**src/rtl/synth_cfg_pkg.sv**
```systemverilog
// Shared types, sizes and pin map for the synth config-port arbiter.
package synth_cfg_pkg;

  typedef enum logic [1:0] {
    IDLE,
    SETUP,
    STROBE_HI,
    STROBE_LO
  } state_t;

  localparam int CFG_ADDR_BITS = 3;
  localparam int CFG_WORDS     = 8;

  localparam int PIN_BYTE    = 0;
  localparam int PIN_ADDR_LO = 1;
  localparam int PIN_ADDR_HI = 3;
  localparam int PIN_STROBE  = 7;

  function automatic logic [7:0] byte_of(
    input logic [15:0] w,
    input logic        hi
  );
    return hi ? w[15:8] : w[7:0];
  endfunction

endpackage

```
**src/rtl/synth_cfg_arbiter_rr.sv**
```systemverilog
// Round-robin picker: first requester at or after the pointer wins.
module rr_arbiter #(
  parameter  int NUM_REQ = 2,
  localparam int IDX_W   = $clog2(NUM_REQ)
) (
  input  logic               clk,
  input  logic               reset,
  input  logic [NUM_REQ-1:0] req,
  input  logic               accept,
  output logic [NUM_REQ-1:0] grant,
  output logic [IDX_W-1:0]   idx
);

  logic [IDX_W-1:0]   ptr;
  logic [NUM_REQ-1:0] rot;
  logic [IDX_W:0]     off;
  logic [IDX_W:0]     sum;

  // Rotate so bit 0 is the pointer position, then take the lowest set bit.
  always_comb begin
    rot = NUM_REQ'({req, req} >> ptr);
    off = '0;
    for (int k = NUM_REQ - 1; k >= 0; k--) begin
      if (rot[k]) off = (IDX_W + 1)'(k);
    end
    sum = {1'b0, ptr} + off;
    if (sum >= (IDX_W + 1)'(NUM_REQ))
      sum = sum - (IDX_W + 1)'(NUM_REQ);
    idx   = sum[IDX_W-1:0];
    grant = (|req) ? (NUM_REQ'(1) << idx) : '0;
  end

  always_ff @(posedge clk) begin
    if (reset)
      ptr <= '0;
    else if (accept)
      ptr <= (idx == IDX_W'(NUM_REQ - 1)) ? '0 : idx + 1'b1;
  end

endmodule

```
**src/rtl/synth_cfg_arbiter.sv**
```systemverilog
// Serialises requesters' 16-bit word writes into byte strobes
// on the synth's config pins, one word at a time.
module synth_cfg_arbiter
  import synth_cfg_pkg::*;
#(
  parameter  int NUM_REQ      = 2,
  parameter  int SETUP_CYCLES = 1,
  parameter  int HI_CYCLES    = 4,
  parameter  int LO_CYCLES    = 4,
  parameter  int CNT_BITS     = 4,
  localparam int IDX_W        = $clog2(NUM_REQ)
) (
  input  logic                     clk,
  input  logic                     reset,
  input  logic [NUM_REQ-1:0]       req_valid,
  output logic [NUM_REQ-1:0]       req_ready,
  input  logic [3*NUM_REQ-1:0]     req_addr,
  input  logic [2*NUM_REQ-1:0]     req_be,
  input  logic [16*NUM_REQ-1:0]    req_data,
  output logic [7:0]               cfg_data,
  output logic [CFG_ADDR_BITS-1:0] cfg_addr,
  output logic                     cfg_byte,
  output logic                     cfg_strobe,
  output logic                     busy,
  output logic [IDX_W-1:0]         grant_id
);

  localparam logic [CNT_BITS-1:0] SETUP_N = CNT_BITS'(SETUP_CYCLES - 1);
  localparam logic [CNT_BITS-1:0] HI_N    = CNT_BITS'(HI_CYCLES - 1);
  localparam logic [CNT_BITS-1:0] LO_N    = CNT_BITS'(LO_CYCLES - 1);

  state_t                   state;
  logic [CNT_BITS-1:0]      cnt;
  logic [7:0]               hi_byte;
  logic                     hi_pending;
  logic                     accept;
  logic [NUM_REQ-1:0]       grant;
  logic [IDX_W-1:0]         idx;
  logic [CFG_ADDR_BITS-1:0] sel_addr;
  logic [1:0]               sel_be;
  logic [15:0]              sel_data;

  assign accept    = (state == IDLE) && (|req_valid) && !reset;
  assign req_ready = accept ? grant : '0;
  assign busy      = (state != IDLE);

  rr_arbiter #(
    .NUM_REQ(NUM_REQ)
  ) u_rr (
    .clk   (clk),
    .reset (reset),
    .req   (req_valid),
    .accept(accept),
    .grant (grant),
    .idx   (idx)
  );

  always_comb begin
    sel_addr = '0;
    sel_be   = '0;
    sel_data = '0;
    for (int i = 0; i < NUM_REQ; i++) begin
      if (grant[i]) begin
        sel_addr = req_addr[3*i +: 3];
        sel_be   = req_be[2*i +: 2];
        sel_data = req_data[16*i +: 16];
      end
    end
  end

  always_ff @(posedge clk) begin
    if (reset) begin
      state      <= IDLE;
      cnt        <= '0;
      hi_byte    <= '0;
      hi_pending <= 1'b0;
      cfg_data   <= '0;
      cfg_addr   <= '0;
      cfg_byte   <= 1'b0;
      cfg_strobe <= 1'b0;
      grant_id   <= '0;
    end else begin
      unique case (state)
        IDLE: begin
          if (accept) begin
            grant_id   <= idx;
            hi_byte    <= sel_data[15:8];
            hi_pending <= &sel_be;
            // An all-zero enable is consumed here without a strobe.
            if (|sel_be) begin
              state    <= SETUP;
              cnt      <= SETUP_N;
              cfg_addr <= sel_addr;
              cfg_byte <= ~sel_be[0];
              cfg_data <= byte_of(sel_data, ~sel_be[0]);
            end
          end
        end
        SETUP: begin
          if (cnt == '0) begin
            state      <= STROBE_HI;
            cnt        <= HI_N;
            cfg_strobe <= 1'b1;
          end else begin
            cnt <= cnt - 1'b1;
          end
        end
        STROBE_HI: begin
          if (cnt == '0) begin
            state      <= STROBE_LO;
            cnt        <= LO_N;
            cfg_strobe <= 1'b0;
          end else begin
            cnt <= cnt - 1'b1;
          end
        end
        STROBE_LO: begin
          if (cnt == '0) begin
            if (hi_pending) begin
              state      <= SETUP;
              cnt        <= SETUP_N;
              hi_pending <= 1'b0;
              cfg_byte   <= 1'b1;
              cfg_data   <= hi_byte;
            end else begin
              state <= IDLE;
            end
          end else begin
            cnt <= cnt - 1'b1;
          end
        end
        default: state <= IDLE;
      endcase
    end
  end

endmodule

```
**config.mk**
```make
export PLATFORM = sky130hd
export DESIGN_NAME = synth_cfg_arbiter
export DESIGN_NICKNAME = d
export VERILOG_FILES = /design/src/rtl/synth_cfg_pkg.sv /design/src/rtl/synth_cfg_arbiter_rr.sv /design/src/rtl/synth_cfg_arbiter.sv
export SDC_FILE = /design/constraint.sdc
export NUM_CORES = 1
export LEC_CHECK = 0
export ABC_AREA = 1
export BUFFER_PORTS_ARGS = -buffer_cell sky130_fd_sc_hd__buf_2
export CAP_MARGIN = 25
export CORE_MARGIN = 2
export CORE_UTILIZATION = 52
export CTS_BUF_LIST = sky130_fd_sc_hd__clkbuf_2 sky130_fd_sc_hd__clkbuf_4 sky130_fd_sc_hd__clkbuf_8
export CTS_CLUSTER_SIZE = 8
export DETAILED_ROUTE_END_ITERATION = 16
export MAX_ROUTING_LAYER = met4
export PLACE_DENSITY = 0.9
export SYNTH_ARGS = -nofsm -noshare
export SYNTH_HDL_FRONTEND = slang
export SYNTH_SLANG_ARGS = --single-unit
```
**constraint.sdc**
```tcl
create_clock -name clk -period 2.3 [get_ports clk]
set_input_delay 0.115 -clock clk [delete_from_list [all_inputs] [get_ports clk]]
set_output_delay 0.115 -clock clk [all_outputs]
set_load 0.1 [all_outputs]
```
==> flow_metrics.env <==
export IMPL_finalHoldViolCount=0
export IMPL_hold_depth=2
export IMPL_clock_root_buffer="clkbuf_8"
export IMPL_syn_area_mm2=0.001919
export IMPL_num_io_pins=63
export IMPL_grt_ovfl_total=0
export IMPL_syn_num_nets=377
export IMPL_synth_seq_area_share_pct=31.29
export IMPL_finalPower_mw=2.862
export IMPL_drt_first_iter_violations=104
export IMPL_postCtsSetupBuffers=0
export IMPL_min_path_type="in -> reg"
export IMPL_synth_edf_count=0
export IMPL_ff2ff_path_depth=9
export IMPL_synth_top_area_cell="dfxtp_1"
export IMPL_worstHoldStart="reset"
export IMPL_skew_ps=5.449
export IMPL_io_buffers=62
export IMPL_ys_ff_latch=30
export IMPL_dieArea_mm2=0.004193
export IMPL_post_cts_resized=0
export IMPL_antenna_found_initial=0
export IMPL_cp_cell_sequence="nand2_1 > nand2_1 > nor2_1 > buf_2"
export IMPL_via_count=2139
export IMPL_synthCells=327
export IMPL_synth_most_common_cell="nand2_1"
export IMPL_fmax_ghz=0.4940
export IMPL_dp_hpwl_um=3657
export IMPL_critical_path_startpoint_type="register"
export IMPL_synth_area_leaders="dfxtp_1 (31%), nand2_1 (21%), nor2_1 (12%)"
export IMPL_p_per_area_mw_per_mm2=1224
export IMPL_synth_avg_cell_area_um2=5.870
export IMPL_coreArea_mm2=0.003606
export IMPL_drc_errors=0
export IMPL_routabilityCongestion=0.8281
export IMPL_numCtsBuffers=5
export IMPL_ctsHoldBuffers=0
export IMPL_worstReg2RegStart="state[0]"
export IMPL_area_growth_pct=21.77
export IMPL_cp_end_kind="output pin"
export IMPL_wl_um=4716
export IMPL_reg2reg_slack_ps=300
export IMPL_rsz0062_at_grt="false"
export IMPL_grt_pass1_wl_um=8190
export IMPL_start_util_pct=53.23
export IMPL_synth_cell_types=23
export IMPL_vias_per_cell=4.940
export IMPL_min_to="state[1]"
export IMPL_crit_arrival_ps=1910
export IMPL_synth_top_area_share_pct=31.29
export IMPL_seq_area_um2=600.6
export IMPL_tightestPinTransition_ps=595.4
export IMPL_fp_dieW_um=64.76
export IMPL_vdd_drop_max_mv=0.6189
export IMPL_crit_slowest_cell="buf_2"
export IMPL_grt_pass1_vias=1977
export IMPL_p_leak_nw=1.308
export IMPL_wire_per_inst_um=10.89
export IMPL_outcome="finished, final reports clean"
export IMPL_reg2reg_to="cfg_data[3]"
export IMPL_critPathKind="reg -> out"
export IMPL_track_usage_pct=25.21
export IMPL_crit_path_frequent_cell="nand2_1"
export IMPL_cts_sinks=30
export IMPL_ys_flop_type="dfxtp_1"
export IMPL_nFillCells=352
export IMPL_cp_slowest_stage_delay_ps=450
export IMPL_cts_tree="built"
export IMPL_first_pass_iters=4
export IMPL_drive_gt1_share_pct=22.08
export IMPL_grt_max_degree=24
export IMPL_multiInputGateArea_mm2=0.001102
export IMPL_setup_tns_ps=0
export IMPL_clk_pin_slew_ps=70
export IMPL_num_rows=22
export IMPL_clk_latency_ps=280
export IMPL_min_period_ps=2024
export IMPL_n_antenna_cell=0
export IMPL_drv_cap=0
export IMPL_async_flop_share_pct=0
export IMPL_clockBufferDepth=2
export IMPL_post_route_period_util_pct=88.01
export IMPL_slew_headroom_pct=60.30
export IMPL_required_ps=2180
export IMPL_crit_fanout=14
export IMPL_ant_nets=0
export IMPL_cts_htree_levels=2
export IMPL_drv_slew=0
export IMPL_nNetsFinal=434
export IMPL_synth_warnings=0
export IMPL_finalSetupViolCount=0
export IMPL_die_h_um=64.76
export IMPL_synth_commonest_cells="nand2_1 (106), nor2_1 (62), inv_1 (34)"
per-layer routing:
metal | vias to the layer above | wire, µm | global-route usage [%]
met5 | - | 0 | -
met4 | 0 | 25 | 8.777
met3 | 3 | 304 | 4.688
met2 | 69 | 2339 | 43.94
met1 | 938 | 2048 | 28.91
li1 | 1129 | - | -
cell families after synthesis:
| family | count (synthesis) | share of synthesized area, % |
|---|---|---|
| and+or+nand+nor | 207 | 44.26 |
| AOI/OAI and AO/OA | 35 | 10.30 |
| adders and majority gates | 4 | 2.608 |
| DFF | 30 | 31.29 |
| buffers and inverters | 51 | 11.54 |
cell usage in the layout, fill, tap and decap left out:
cell / n
nand3_2: 1
nor2_1: 61
nand2_1: 106
inv_2: 3
and2_1: 2
inv_1: 34
ha_1: 3
nand2_2: 2
clkbuf_8: 8
buf_2: 62
nor2_2: 2
nand3_1: 32
a21oi_1: 15
a21oi_2: 1
o21ai_2: 2
a221oi_1: 1
a211oi_1: 1
a31oi_1: 4
buf_4: 2
dfxtp_1: 30
nand3_4: 1
ha_2: 1
o21ai_0: 11
critical path, delay by kind of cell, from the launching register on:
| kind | cells | cell delay, ps |
|---|---|---|
| buffers and inverters | 1 | 450 |
| DFF | 1 | 330 |
| and+or+nand+nor | 3 | 840 |
report_power, final:
group,internal (mW),total [mW],switching (mW)
clock,0.302,0.493,0.191
combinational,0.371,1.62,1.25
sequential,0.663,0.750,0.0874
through the flow:
step                      area (µm²)  cells  hold WS [ps]  utilization [%]  worst slack [ps]
after floorplan                 1922    327         296.5                -             17.88
after global placement          2225    425         407.1            61.69             372.4
after detailed placement        2225    425         410.5            61.69             235.1
after CTS                       2335    433         115.9            64.75             199.3
after global routing            2337    433         121.9            64.82             75.51
final                           2337    433         110.7            64.82             275.8
area by class of cell:
class | instances | share of cell area, %
clock buffers | 8 | 4.711
inverters | 37 | 5.942
multi-input cells | 246 | 47.16
flip-flops and latches | 30 | 25.70
well taps | 48 | 2.570
repair buffers | 64 | 13.92
worst max-delay path by stage:
stage | startpoint | end | slack [ps]
finish | u_rr.ptr | req_ready[0] | 280
floorplan | state[0] | cfg_data[4] | 20
global placement | state[0] | cfg_data[6] | 370
detailed placement | state[0] | cfg_data[0] | 240
CTS | state[0] | req_ready[1] | 200
global route | u_rr.ptr | req_ready[0] | 80
flip-flops by register name, summed over array words and instances (netlist names), 2 cells and up:
register  cells
state         2
hi_byte       8
cnt           4
cfg_addr      3
cfg_data      8
Note: power is estimated with default switching activity, not from simulation.
